**src/rtl/mc_control.sv**
```systemverilog
`default_nettype none
// ============================================================================
// mc_control : multi-cycle FETCH/DECODE/EXEC/MEM/WB control FSM with a
//              variable-latency memory handshake and retired-instruction count.
//              Define ILLEGAL_TRAP_EN to trap on unknown opcodes (else NOP).
// Revision   : 1.0
// ============================================================================
module mc_control #(
  parameter int MEM_WAIT_MAX = 16,
  parameter int CNT_W        = 32
) (
  input  logic             clk,
  input  logic             reset,
  input  logic [5:0]       opcode,
  input  logic [5:0]       funct,
  input  logic             zero,
  input  logic             mem_ready,
  output logic             pc_write,
  output logic             ir_write,
  output logic             RegDst,
  output logic             ALUSrc,
  output logic             MemToReg,
  output logic             RegWrite,
  output logic             MemRead,
  output logic             MemWrite,
  output logic             Branch,
  output logic             Jump,
  output logic             Jal,
  output logic             JR,
  output logic [1:0]       ALUOp,
  output logic [2:0]       state,
  output logic [CNT_W-1:0] instr_count,
  output logic             mem_timeout,
  output logic             trap
);

  localparam int WAIT_W = $clog2(MEM_WAIT_MAX);

  localparam logic [5:0] c_op_r    = 6'b000000;
  localparam logic [5:0] c_op_lw   = 6'b100011;
  localparam logic [5:0] c_op_sw   = 6'b101011;
  localparam logic [5:0] c_op_beq  = 6'b000100;
  localparam logic [5:0] c_op_j    = 6'b000010;
  localparam logic [5:0] c_op_jal  = 6'b000011;
  localparam logic [5:0] c_op_addi = 6'b001000;
  localparam logic [5:0] c_fn_jr   = 6'b001000;

  typedef enum logic [2:0] {
    ST_FETCH  = 3'd0,
    ST_DECODE = 3'd1,
    ST_EXEC   = 3'd2,
    ST_MEM    = 3'd3,
    ST_WB     = 3'd4
`ifdef ILLEGAL_TRAP_EN
    , ST_TRAP = 3'd5
`endif
  } state_t;

  state_t             state_q, state_d;
  logic [5:0]         op_q, op_d;
  logic [5:0]         funct_q, funct_d;
  logic [WAIT_W-1:0]  wait_q, wait_d;
  logic [CNT_W-1:0]   count_q, count_d;
  logic               timeout_q, timeout_d;
  logic               w_retire;
  logic               w_is_jr;
`ifdef ILLEGAL_TRAP_EN
  logic               trap_q, trap_d;
`endif

  function automatic logic is_known(input logic [5:0] op);
    case (op)
      c_op_r, c_op_lw, c_op_sw, c_op_beq,
      c_op_j, c_op_jal, c_op_addi: is_known = 1'b1;
      default:                     is_known = 1'b0;
    endcase
  endfunction

  assign w_is_jr = (op_q == c_op_r) && (funct_q == c_fn_jr);

  always_comb begin
    state_d   = state_q;
    op_d      = op_q;
    funct_d   = funct_q;
    wait_d    = wait_q;
    timeout_d = timeout_q;
    w_retire  = 1'b0;
`ifdef ILLEGAL_TRAP_EN
    trap_d    = trap_q;
`endif
    case (state_q)
      ST_FETCH:  state_d = ST_DECODE;
      ST_DECODE: begin
        op_d    = opcode;
        funct_d = funct;
        if (is_known(opcode)) begin
          state_d = ST_EXEC;
        end else begin
`ifdef ILLEGAL_TRAP_EN
          state_d = ST_TRAP;
          trap_d  = 1'b1;
`else
          state_d  = ST_FETCH;
          w_retire = 1'b1;
`endif
        end
      end
      ST_EXEC: begin
        if ((op_q == c_op_r && !w_is_jr) || op_q == c_op_addi) begin
          state_d = ST_WB;
        end else if (op_q == c_op_lw || op_q == c_op_sw) begin
          state_d = ST_MEM;
          wait_d  = '0;
        end else begin
          state_d  = ST_FETCH;
          w_retire = 1'b1;
        end
      end
      ST_MEM: begin
        // A ready arriving in the final allowed cycle still completes normally.
        if (mem_ready) begin
          if (op_q == c_op_lw) begin
            state_d = ST_WB;
          end else begin
            state_d  = ST_FETCH;
            w_retire = 1'b1;
          end
        end else if (wait_q == WAIT_W'(MEM_WAIT_MAX - 1)) begin
          state_d   = ST_FETCH;
          timeout_d = 1'b1;
        end else begin
          wait_d = wait_q + WAIT_W'(1);
        end
      end
      ST_WB: begin
        state_d  = ST_FETCH;
        w_retire = 1'b1;
      end
      default: state_d = state_q;
    endcase
    count_d = w_retire ? count_q + CNT_W'(1) : count_q;
  end

  always_ff @(posedge clk or posedge reset) begin
    if (reset) begin
      state_q   <= ST_FETCH;
      op_q      <= '0;
      funct_q   <= '0;
      wait_q    <= '0;
      count_q   <= '0;
      timeout_q <= 1'b0;
`ifdef ILLEGAL_TRAP_EN
      trap_q    <= 1'b0;
`endif
    end else begin
      state_q   <= state_d;
      op_q      <= op_d;
      funct_q   <= funct_d;
      wait_q    <= wait_d;
      count_q   <= count_d;
      timeout_q <= timeout_d;
`ifdef ILLEGAL_TRAP_EN
      trap_q    <= trap_d;
`endif
    end
  end

  // Controls are gated by reset directly so they drop the instant it asserts.
  always_comb begin
    pc_write = 1'b0; ir_write = 1'b0; RegDst = 1'b0; ALUSrc = 1'b0;
    MemToReg = 1'b0; RegWrite = 1'b0; MemRead = 1'b0; MemWrite = 1'b0;
    Branch   = 1'b0; Jump = 1'b0; Jal = 1'b0; JR = 1'b0; ALUOp = 2'b00;
    if (!reset) begin
      case (state_q)
        ST_FETCH: begin
          ir_write = 1'b1;
          pc_write = 1'b1;
        end
        ST_EXEC: begin
          case (op_q)
            c_op_r: begin
              if (w_is_jr) begin
                JR       = 1'b1;
                pc_write = 1'b1;
              end else begin
                ALUOp  = 2'b10;
                RegDst = 1'b1;
              end
            end
            c_op_addi, c_op_lw, c_op_sw: ALUSrc = 1'b1;
            c_op_beq: begin
              Branch   = 1'b1;
              ALUOp    = 2'b01;
              pc_write = zero;
            end
            c_op_j: begin
              Jump     = 1'b1;
              pc_write = 1'b1;
            end
            c_op_jal: begin
              Jump     = 1'b1;
              Jal      = 1'b1;
              RegWrite = 1'b1;
              pc_write = 1'b1;
            end
            default: ;
          endcase
        end
        ST_MEM: begin
          ALUSrc   = 1'b1;
          MemRead  = (op_q == c_op_lw);
          MemWrite = (op_q == c_op_sw);
        end
        ST_WB: begin
          RegWrite = 1'b1;
          RegDst   = (op_q == c_op_r);
          MemToReg = (op_q == c_op_lw);
          ALUSrc   = (op_q == c_op_lw) || (op_q == c_op_addi);
        end
        default: ;
      endcase
    end
  end

  assign state       = state_q;
  assign instr_count = count_q;
  assign mem_timeout = timeout_q;
`ifdef ILLEGAL_TRAP_EN
  assign trap        = trap_q;
`else
  assign trap        = 1'b0;
`endif

endmodule
`default_nettype wire
```
**config.mk**
```make
export PLATFORM = sky130hd
export DESIGN_NAME = mc_control
export DESIGN_NICKNAME = d
export VERILOG_FILES = /design/src/rtl/mc_control.sv
export SDC_FILE = /design/constraint.sdc
export NUM_CORES = 1
export LEC_CHECK = 0
export ABC_AREA = 1
export BUFFER_PORTS_ARGS = -buffer_cell sky130_fd_sc_hd__buf_2
export CAP_MARGIN = 10
export CORE_ASPECT_RATIO = 1.4
export CORE_MARGIN = 1
export CORE_UTILIZATION = 30
export CTS_BUF_LIST = sky130_fd_sc_hd__clkbuf_16
export CTS_CLUSTER_SIZE = 40
export DETAILED_ROUTE_END_ITERATION = 8
export GPL_TIMING_DRIVEN = 0
export SYNTH_ARGS = -nofsm -noshare
export SYNTH_HDL_FRONTEND = slang
export SYNTH_SLANG_ARGS = --single-unit
```
**constraint.sdc**
```tcl
create_clock -name clk -period 5.9 [get_ports clk]
set_clock_uncertainty 0.1 [all_clocks]
set_input_delay 0.295 -clock clk [delete_from_list [all_inputs] [get_ports clk]]
set_output_delay 0.295 -clock clk [all_outputs]
set_load 0.02 [all_outputs]
```
==> out/results.txt <==
layout overhead on the synthesized area = 21.5%
Cell variety after synth = 34
final wirelength = 9390 µm
Seq cells post-synth = 52
min cycle time layout = 2.24 ns
commonest non-fill, non-tap cell in the layout = nand2_1
Pleak = 0.00215 µW
Clock transition at path regs = 0.07 ns
total CTS buffers = 5
CTS tree = yes
drt drc = 0
Iteration-0 DRC Markers = 116
Multi-input gate area = 0.00194 mm²
Reg area = 0.00130 mm²
Tightest Pin Transition = 0.626 ns
CTS Hold Bufs = 0
# rows = 46
commonest non-fill, non-tap cells in the layout = 195 x nand2_1, 71 x nor2_1, 69 x buf_2
CTS H-tree lvls = 2
Setup Buffers After CTS = 0
syn avg cell area = 6.86 µm²
hold crit path type = primary input to asynchronous set/reset pin
DR vias = 3,317
max-slew violations = 0
CP startpoint = state[2]$_DFFE_PP0P_
Tcrit/Tclk final = 0.380
number of I/O pins = 67
PortBufs = 65
Crit-path slowest cell = dfrtp_1
Initial Util = 0.306
Bufs and invs on worst path = 4
Mapped Cells = 503
kind of cell adding the most delay to the critical path = buffers and inverters
largest net degree at the start of global routing = 29
fillcell total = 1,257
Overflow after GRT = 0
Main synth FF type = dfrtp_1
WP data required = 5.51 ns
clock sinks = 52
1st-pass router iterations = 5
unrepaired setup endpoints after global routing = false
Worst Setup End Kind = output port
Vias per Instance = 4.60
Critical Path, Cell by Cell = inv_2 -> nand3_1 -> inv_1 -> nand2_2 -> nor2_1 -> inv_1 -> o21ai_1 -> buf_2
crit path launch type = register
gr usage total = 0.170
vias in the first global route = 3,341
R2R Path Start = instr_count[0]$_DFFE_PP0P_
Final ANT Viol Nets = 0
worst rel slew slack = 0.582
WP data arrival = 1.84 ns
max-cap violation count = 0
Antenna diodes = 0
Die H = 129 µm
Routability Congestion = 0.900
first-pass GRT wire length = 16,000 µm
Final Hold Fails = 0
setup_tns = 0 ns
power per cell area = 191 mW/mm²
Post-synth EDFFs = 0
Final nets = 594
layout cells sized above 1 = 0.215
worst-path maximum fanout = 7
area leader, netlist = dfrtp_1
synthesized net count = 521
initial antenna violation count = 0
ys async rst share = 1.00
post-route cell area = 0.00419 mm²
Max VDD drop = 101 µV
CP dominant cell by count = inv_1
routed len/inst = 13.0 µm
Clock Path Buffers = 2
Seq/Total Area, Yosys = 0.377
Max Fclk = 446 MHz
top cell type's share of synthesized area = 0.377
CTS root buf = clkbuf_16
worst-skew pair later-pin latency = 0.29 ns
post-DP HPWL = 7450 µm
status = finished, final reports clean
core area = 0.0113 mm²
largest cells by area after synthesis = dfrtp_1 38%, nand2_1 21%, nor2_1 7.7%, nand3_1 6.7%, nand2_2 4.0%
Placed Instance Area = 0.00397 mm²
Ys Warns = 0
Worst Setup Path Type = register to output port
Syn Std Cell Area = 0.00345 mm²
Die Wd = 92.6 µm
endpoints failing setup = 0
slowest stage delay, CP = 0.47 ns
post-CTS resize count = 0
die area = 0.0119 mm²
-- registers in the layout, summed over array words and instances (netlist names) --
register,flops
funct_q,6
instr_count,32
wait_q,4
mem_timeout,1
op_q,6
state,3
-- stage by stage --
stage	utilization	hold slack (ns)	instances	power, µW	setup WS (ns)
finish	0.371	0.0109	721	799	3.66
global route	0.371	0.0619	721	824	3.41
CTS	0.371	0.0271	721	810	3.61
detailed placement	0.352	0.347	713	383	3.62
global placement	0.350	0.339	712	381	2.54
floorplan	-	0.305	503	372	2.99
-- path summary, 6_finish.rpt --
check,slack (ns),cells past startpoint,to
max reg2reg,3.75,10,instr_count[26]$_DFFE_PP0P_
max in group asynchronous,5.12,3,instr_count[25]$_DFFE_PP0P_
max,3.66,8,RegWrite
min reg2reg,0.36,1,mem_timeout$_DFFE_PP0P_
min,0.01,2,op_q[0]$_DFFE_PP0P_
min in group clk,0.09,3,funct_q[5]$_DFFE_PP0P_
-- area by class of cell --
type	count	area share
Sequential cell	52	0.311
Clock inverter	3	0.0215
Tap cell	144	0.0430
Timing Repair Buffer	66	0.0824
Clock buffer	5	0.0299
Multi-Input combinational cell	409	0.463
Inverter	30	0.0269
Buffer	12	0.0227
-- cells in the mapped netlist (2+ instances only) --
| cell | instances |
|---|---|
| nand2_1 | 195 |
| nor2_1 | 71 |
| dfrtp_1 | 52 |
| nand3_1 | 46 |
| inv_1 | 29 |
| nand2_2 | 22 |
| nand3b_1 | 15 |
| o21ai_0 | 13 |
| xor2_1 | 10 |
| nor3_1 | 6 |
| xnor2_1 | 6 |
| nor2_2 | 5 |
| buf_2 | 4 |
| buf_4 | 4 |
| or2_2 | 3 |
| a22oi_1 | 2 |
| buf_8 | 2 |
| ha_1 | 2 |
-- where the power goes --
group          leakage (µW)  internal [µW]  switching, µW  total [µW]
clock network      0.000104            286            138         424
logic               0.00140           6.31           12.7        19.1
registers          0.000648            356              0         356
total               0.00215            649            151         799
-- kinds of logic after synthesis --
logic type	Yosys count	share of synthesized area
fa+ha+maj	2	0.00726
xor+xnor	16	0.0406
compound gates	20	0.0334
other cells	1	0.00109
flops	52	0.377
buf+inv	42	0.0602
simple gates	370	0.480
-- per-layer routing --
metal  up-vias  routed length, µm  GRT usage
li1       1720                  -          -
met1      1506               3950      0.191
met2        74               4760      0.314
met3        17                396     0.0301
met4         0                282     0.0679
met5         -                  0          0
-- worst register-to-register path, stage by stage (launching register included) --
cell	delay, ns
dfrtp_1	0.50
ha_1	0.33
nand3_1	0.25
inv_1	0.17
nand2_1	0.13
nor2_1	0.27
nand2_1	0.09
nand2_1	0.06
nand2_1	0.06
nand2_2	0.05
nand2_1	0.04
Power figures use the tool's default switching activity.
